File: src/rtl/addsub_serial_ctrl_pkg.sv
// Shared definitions for the bit-serial add/subtract sequencer:
// controller state encodings and operation codes.
package addsub_serial_ctrl_pkg;

    typedef enum logic [1:0] {
        ST_IDLE = 2'd0,
        ST_RUN  = 2'd1,
        ST_DONE = 2'd2
    } state_e;

    localparam logic OP_ADD = 1'b0;
    localparam logic OP_SUB = 1'b1;

endpackage

File: src/rtl/addsub_serial_ctrl_fa_slice.sv
// Combinational 1-bit full adder; the single slice the sequencer
// time-multiplexes across all operand bits.
module fa_slice (
    input  logic a,
    input  logic b,
    input  logic cin,
    output logic s,
    output logic cout
);

    assign s    = a ^ b ^ cin;
    assign cout = (a & b) | (cin & (a ^ b));

endmodule

File: src/rtl/addsub_serial_ctrl.sv
// Bit-serial add/subtract sequencer, LSB first, start/busy/done handshake.
// Optional signed-overflow flag enabled by defining ADDSUB_OVF_EN.
module addsub_serial_ctrl
    import addsub_serial_ctrl_pkg::*;
#(
    parameter int WIDTH = 16
) (
    input  logic             clk,
    input  logic             rst,
    input  logic             start,
    input  logic             op_sub,
    input  logic [WIDTH-1:0] a,
    input  logic [WIDTH-1:0] b,
    output logic             busy,
    output logic             done,
    output logic [WIDTH-1:0] result,
    output logic             cout,
    output logic             ovf
);

    localparam int CNT_W = $clog2(WIDTH);

    state_e             state_q, state_d;
    logic [CNT_W-1:0]   bit_cnt_q, bit_cnt_d;
    logic [WIDTH-1:0]   a_sh_q, a_sh_d;
    logic [WIDTH-1:0]   b_sh_q, b_sh_d;
    logic [WIDTH-1:0]   result_q, result_d;
    logic               carry_q, carry_d;
    logic               cout_q, cout_d;
    logic               done_q, done_d;

    logic               slice_s;
    logic               slice_co;
    logic               last_bit;
    logic               accept;

    fa_slice u_fa (
        .a    (a_sh_q[0]),
        .b    (b_sh_q[0]),
        .cin  (carry_q),
        .s    (slice_s),
        .cout (slice_co)
    );

    assign last_bit = (bit_cnt_q == CNT_W'(WIDTH - 1));
    assign accept   = (state_q == ST_IDLE) && start;

    always_comb begin
        state_d   = state_q;
        bit_cnt_d = bit_cnt_q;
        a_sh_d    = a_sh_q;
        b_sh_d    = b_sh_q;
        result_d  = result_q;
        carry_d   = carry_q;
        cout_d    = cout_q;
        done_d    = 1'b0;
        case (state_q)
            ST_IDLE: begin
                if (start) begin
                    state_d   = ST_RUN;
                    a_sh_d    = a;
                    // Subtract as A + ~B + 1: invert B here, seed the carry with 1.
                    b_sh_d    = b ^ {WIDTH{op_sub}};
                    carry_d   = (op_sub == OP_SUB);
                    bit_cnt_d = '0;
                end
            end
            ST_RUN: begin
                a_sh_d    = a_sh_q >> 1;
                b_sh_d    = b_sh_q >> 1;
                result_d  = {slice_s, result_q[WIDTH-1:1]};
                carry_d   = slice_co;
                bit_cnt_d = bit_cnt_q + CNT_W'(1);
                if (last_bit) begin
                    state_d = ST_DONE;
                end
            end
            ST_DONE: begin
                done_d  = 1'b1;
                cout_d  = carry_q;
                state_d = ST_IDLE;
            end
            default: begin
                state_d = ST_IDLE;
            end
        endcase
    end

    always_ff @(posedge clk or posedge rst) begin
        if (rst) begin
            state_q   <= ST_IDLE;
            bit_cnt_q <= '0;
            a_sh_q    <= '0;
            b_sh_q    <= '0;
            result_q  <= '0;
            carry_q   <= 1'b0;
            cout_q    <= 1'b0;
            done_q    <= 1'b0;
        end else begin
            state_q   <= state_d;
            bit_cnt_q <= bit_cnt_d;
            a_sh_q    <= a_sh_d;
            b_sh_q    <= b_sh_d;
            result_q  <= result_d;
            carry_q   <= carry_d;
            cout_q    <= cout_d;
            done_q    <= done_d;
        end
    end

`ifdef ADDSUB_OVF_EN
    logic a_msb_q, a_msb_d;
    logic b_msb_q, b_msb_d;
    logic ovf_q, ovf_d;

    // MSB carry-in is recovered as sum ^ a ^ b once the last bit has shifted in.
    always_comb begin
        a_msb_d = a_msb_q;
        b_msb_d = b_msb_q;
        ovf_d   = ovf_q;
        if (accept) begin
            ovf_d = 1'b0;
        end
        if ((state_q == ST_RUN) && last_bit) begin
            a_msb_d = a_sh_q[0];
            b_msb_d = b_sh_q[0];
        end
        if (state_q == ST_DONE) begin
            ovf_d = a_msb_q ^ b_msb_q ^ result_q[WIDTH-1] ^ carry_q;
        end
    end

    always_ff @(posedge clk or posedge rst) begin
        if (rst) begin
            a_msb_q <= 1'b0;
            b_msb_q <= 1'b0;
            ovf_q   <= 1'b0;
        end else begin
            a_msb_q <= a_msb_d;
            b_msb_q <= b_msb_d;
            ovf_q   <= ovf_d;
        end
    end

    assign ovf = ovf_q;
`else
    assign ovf = 1'b0;
`endif

    assign busy   = (state_q != ST_IDLE);
    assign done   = done_q;
    assign result = result_q;
    assign cout   = cout_q;

endmodule
File: config.mk
export PLATFORM = sky130hd
export DESIGN_NAME = addsub_serial_ctrl
export DESIGN_NICKNAME = d
export VERILOG_FILES = /design/src/rtl/addsub_serial_ctrl_pkg.sv /design/src/rtl/addsub_serial_ctrl_fa_slice.sv /design/src/rtl/addsub_serial_ctrl.sv
export SDC_FILE = /design/constraint.sdc
export NUM_CORES = 1
export LEC_CHECK = 0
export ABC_AREA = 1
export CORE_MARGIN = 1
export CORE_UTILIZATION = 35
export DETAILED_ROUTE_END_ITERATION = 10
export SYNTH_ARGS = -nofsm -noshare
export SYNTH_HDL_FRONTEND = slang
export SYNTH_HIERARCHICAL = 1
export SYNTH_SLANG_ARGS = --single-unit
File: constraint.sdc
create_clock -name clk -period 1.7 [get_ports clk]
set_input_delay 0.255 -clock clk [delete_from_list [all_inputs] [get_ports clk]]
set_output_delay 0.255 -clock clk [all_outputs]
set_load 0.03 [all_outputs]
==> flow_summary_export.csv <==
group,metric,value,unit
worst_setup_path,cpLargestDelayFamily,"buffers and inverters",
yosys,synth-compound-area-share,0.00710,
yosys,yosys-mux-area-fraction,0,
yosys,ys_top_cells_by_area,"dfrtp_1, nand2_1, nand3_1",
timing,hold_ws,0.234,ns
yosys,synthArstFlopShare,1.00,
yosys,syn_avg_cell_area,7.95,um^2
route,drt_iter0_markers,142,
yosys,synth_fa_ha_area_frac,0.0115,
final_layout,antenna_cells,0,
cts,clk_pin_slew,0.06,ns
worst_setup_path,start_kind,"flop",
floorplanning,io_pins,56,
route,avgRoutedWirePerCell,11.5,um
yosys,synth_largest_area_cell,"dfrtp_1",
cts,cts.htree.levels,3,
worst_setup_path,critical_path_required,1.44,ns
route,dr.pass1.iters,5,
yosys,syn_inst,355,
timing,rsz0062_at_grt,"false",
floorplanning,start_util,0.363,
placement,dpl.hpwl,3960,um
cts,post-cts-setup-buffers,0,
worst_setup_path,critical_path_class,"reg -> out",
worst_setup_path,r2r_cells,6,
timing,max_freq,0.606,GHz
global_route,grt_overflow_total,0,
cts,cts_tree,"yes",
yosys,yosysMostFrequentCell,"nand2_1",
yosys,synth_nets,393,
worst_setup_path,slowest_delay,0.68,ns
yosys,synth_xor_area_frac,0.00310,
final_layout,area_growth,27.2,%
yosys,synth-seq-area-share,0.506,
yosys,ys_warn_count,6,
cts,root_buffer,"clkbuf_8",
cts,holdBufCountCts,0,
placement,placedCellCount,499,
worst_setup_path,worst_path_max_delay_cell,"clkdlybuf4s50_1",
yosys,synthSimpleGateAreaFrac,0.378,
run_status,status,"completed",
final_layout,final_cells,514,
timing,fin_crit,1.65,ns
power,power.leakage,0.00183,uW
hold_path,hold_class,"in -> async",
run,maxCapViolCount,0,
final_layout,n_fill_cell,788,
power,ir_drop,0.413,mV
worst_setup_path,crit_chain,"clkdlybuf4s50_1",
yosys,yosysUniqueCellTypes,22,
global_route,grt_pass1_wl,10500,um
yosys,syn_area,2820,um^2
route,vias,2397,
cts,clock_path_buffers,2,
power,pwr_density_cell,1610,nW/um^2
yosys,synth_top_family_by_area,"simple AND/OR/NAND/NOR gates",
placement,place_congestion,0.742,
route,detail-route-antenna-nets,0,
worst_setup_path,rr_endpoint,"b_sh_q[10]$_DFFE_PP0P_",
yosys,ys_ff_latch,57,
timing,tightestPinTransition,0.552,ns
yosys,synth_common_cells,"nand2_1, nand3_1, dfrtp_1, inv_1",
worst_setup_path,cp_max_fo,3,
route,drt_wl_total,5910,um
timing,setup_tns,0,ns
yosys,netlist.area_leader.share,0.506,
timing,timing.final.crit_share,0.970,
worst_setup_path,ff2ff_setup_slack,0.30,ns
timing,finalHoldViolCount,0,
route,drc,0,
power,power.total,5790,uW
global_route,grt_pass1_vias,2295,
cts,cts.sinks,57,
floorplanning,die_area,8420,um^2
worst_setup_path,cp.arrival,1.39,ns
global_route,antenna_found_initial,0,
global_route,grt_max_degree,56,
timing,skew,0.00621,ns
worst_setup_path,end_kind,"primary output",
final_layout,drive_gt1_frac,0.0777,
timing,setup_viol,0,
placement,io_buffer_count,54,
yosys,synth_flop_cell,"dfrtp_1",
floorplanning,fp-row-count,32,
worst_setup_path,path_buf_inv,1,
cts,clk-insertion-delay-late,0.33,ns
floorplanning,die_h,91.8,um
yosys,synth_edf_count,0,
worst_setup_path,reg2reg_from,"state_q[0]$_DFFE_PP0P_",
floorplanning,core,7770,um^2
floorplanning,die_w,91.8,um
timing,relSlewSlack,0.632,
final_layout,layout.nets,446,
timing,drv_slew,0,
global_route,grt_usage,0.159,
cts,numCtsBuffers,9,
route,avgViaCountPerCell,4.66,
-- through the flow --
stage | util | worst slack (ns) | area, um^2
after floorplan | - | 0.0454 | 2820
after global placement | 0.437 | 0.180 | 3390
after detailed placement | 0.437 | 0.132 | 3390
after CTS | 0.462 | 0.0176 | 3590
after global routing | 0.462 | 0.00403 | 3590
final | 0.462 | 0.0509 | 3590
-- report_power, final --
part	internal, uW	switching (uW)
logic	884	1360
registers	1910	376
clock network	744	512
total	3540	2250
-- flip-flops by register name, summed over array words and instances (netlist names) --
| signal | count |
|---|---|
| b_sh_q | 16 |
| bit_cnt_q | 4 |
| cout | 1 |
| state_q | 2 |
| result | 16 |
| a_sh_q | 16 |
| done | 1 |
| carry_q | 1 |
-- timing repair --
action | CTS | global route
gates resized for setup | 1 | 1
gates cloned | 0 | 0
endpoints found under the setup margin | 1 | 1
-- final cells by class --
class / instances / area, um^2 / area share
clock buffers: 12 / 155 / 0.0432
clock inverters: 3 / 40.0 / 0.0112
inverters: 23 / 86.3 / 0.0241
multi-input cells: 254 / 1130 / 0.315
flip-flops and latches: 57 / 1430 / 0.397
well taps: 102 / 128 / 0.0356
repair buffers: 63 / 622 / 0.173
-- layer usage --
metal	global-route usage	share of wire	wire, um
met1	0.214	0.48	2870
met2	0.246	0.46	2700
met3	0.0282	0.040	235
met4	0.0820	0.018	109
met5	0	0	0
-- logic make-up (layout without fill, tap and decap cells) --
logic type,count (synthesis),in the layout
AOI/OAI and AO/OA,4,4
xor gates and xnor gates,1,1
adders and majority gates,2,2
other,1,1
and+or+nand+nor,246,246
DFF,57,57
buffers and inverters,44,101
-- cell usage in the layout, fill, tap and decap left out, types with 2 or more instances in the layout --
cell / instances
clkdlybuf4s50_1: 52
clkbuf_8: 11
buf_4: 8
inv_2: 4
nor2_4: 2
dfrtp_1: 57
inv_1: 19
nand2_1: 152
o21ai_0: 3
nand3_1: 86
clkinv_2: 2
nand2_4: 2
-- how the worst max path moves through the flow --
stage	cells after the start	start	end	slack, ns
after CTS	1	result[15]$_DFFE_PP0N_	result[15]	0.02
after global routing	1	result[10]$_DFFE_PP0N_	result[10]	0.004
after detailed placement	4	start	bit_cnt_q[0]$_DFFE_PP0P_	0.13
after global placement	4	start	bit_cnt_q[0]$_DFFE_PP0P_	0.18
after floorplan	1	rst	a_sh_q[0]$_DFFE_PP0P_	0.05
final	1	result[9]$_DFFE_PP0N_	result[9]	0.05
Note: power is estimated with default switching activity, not from simulation.
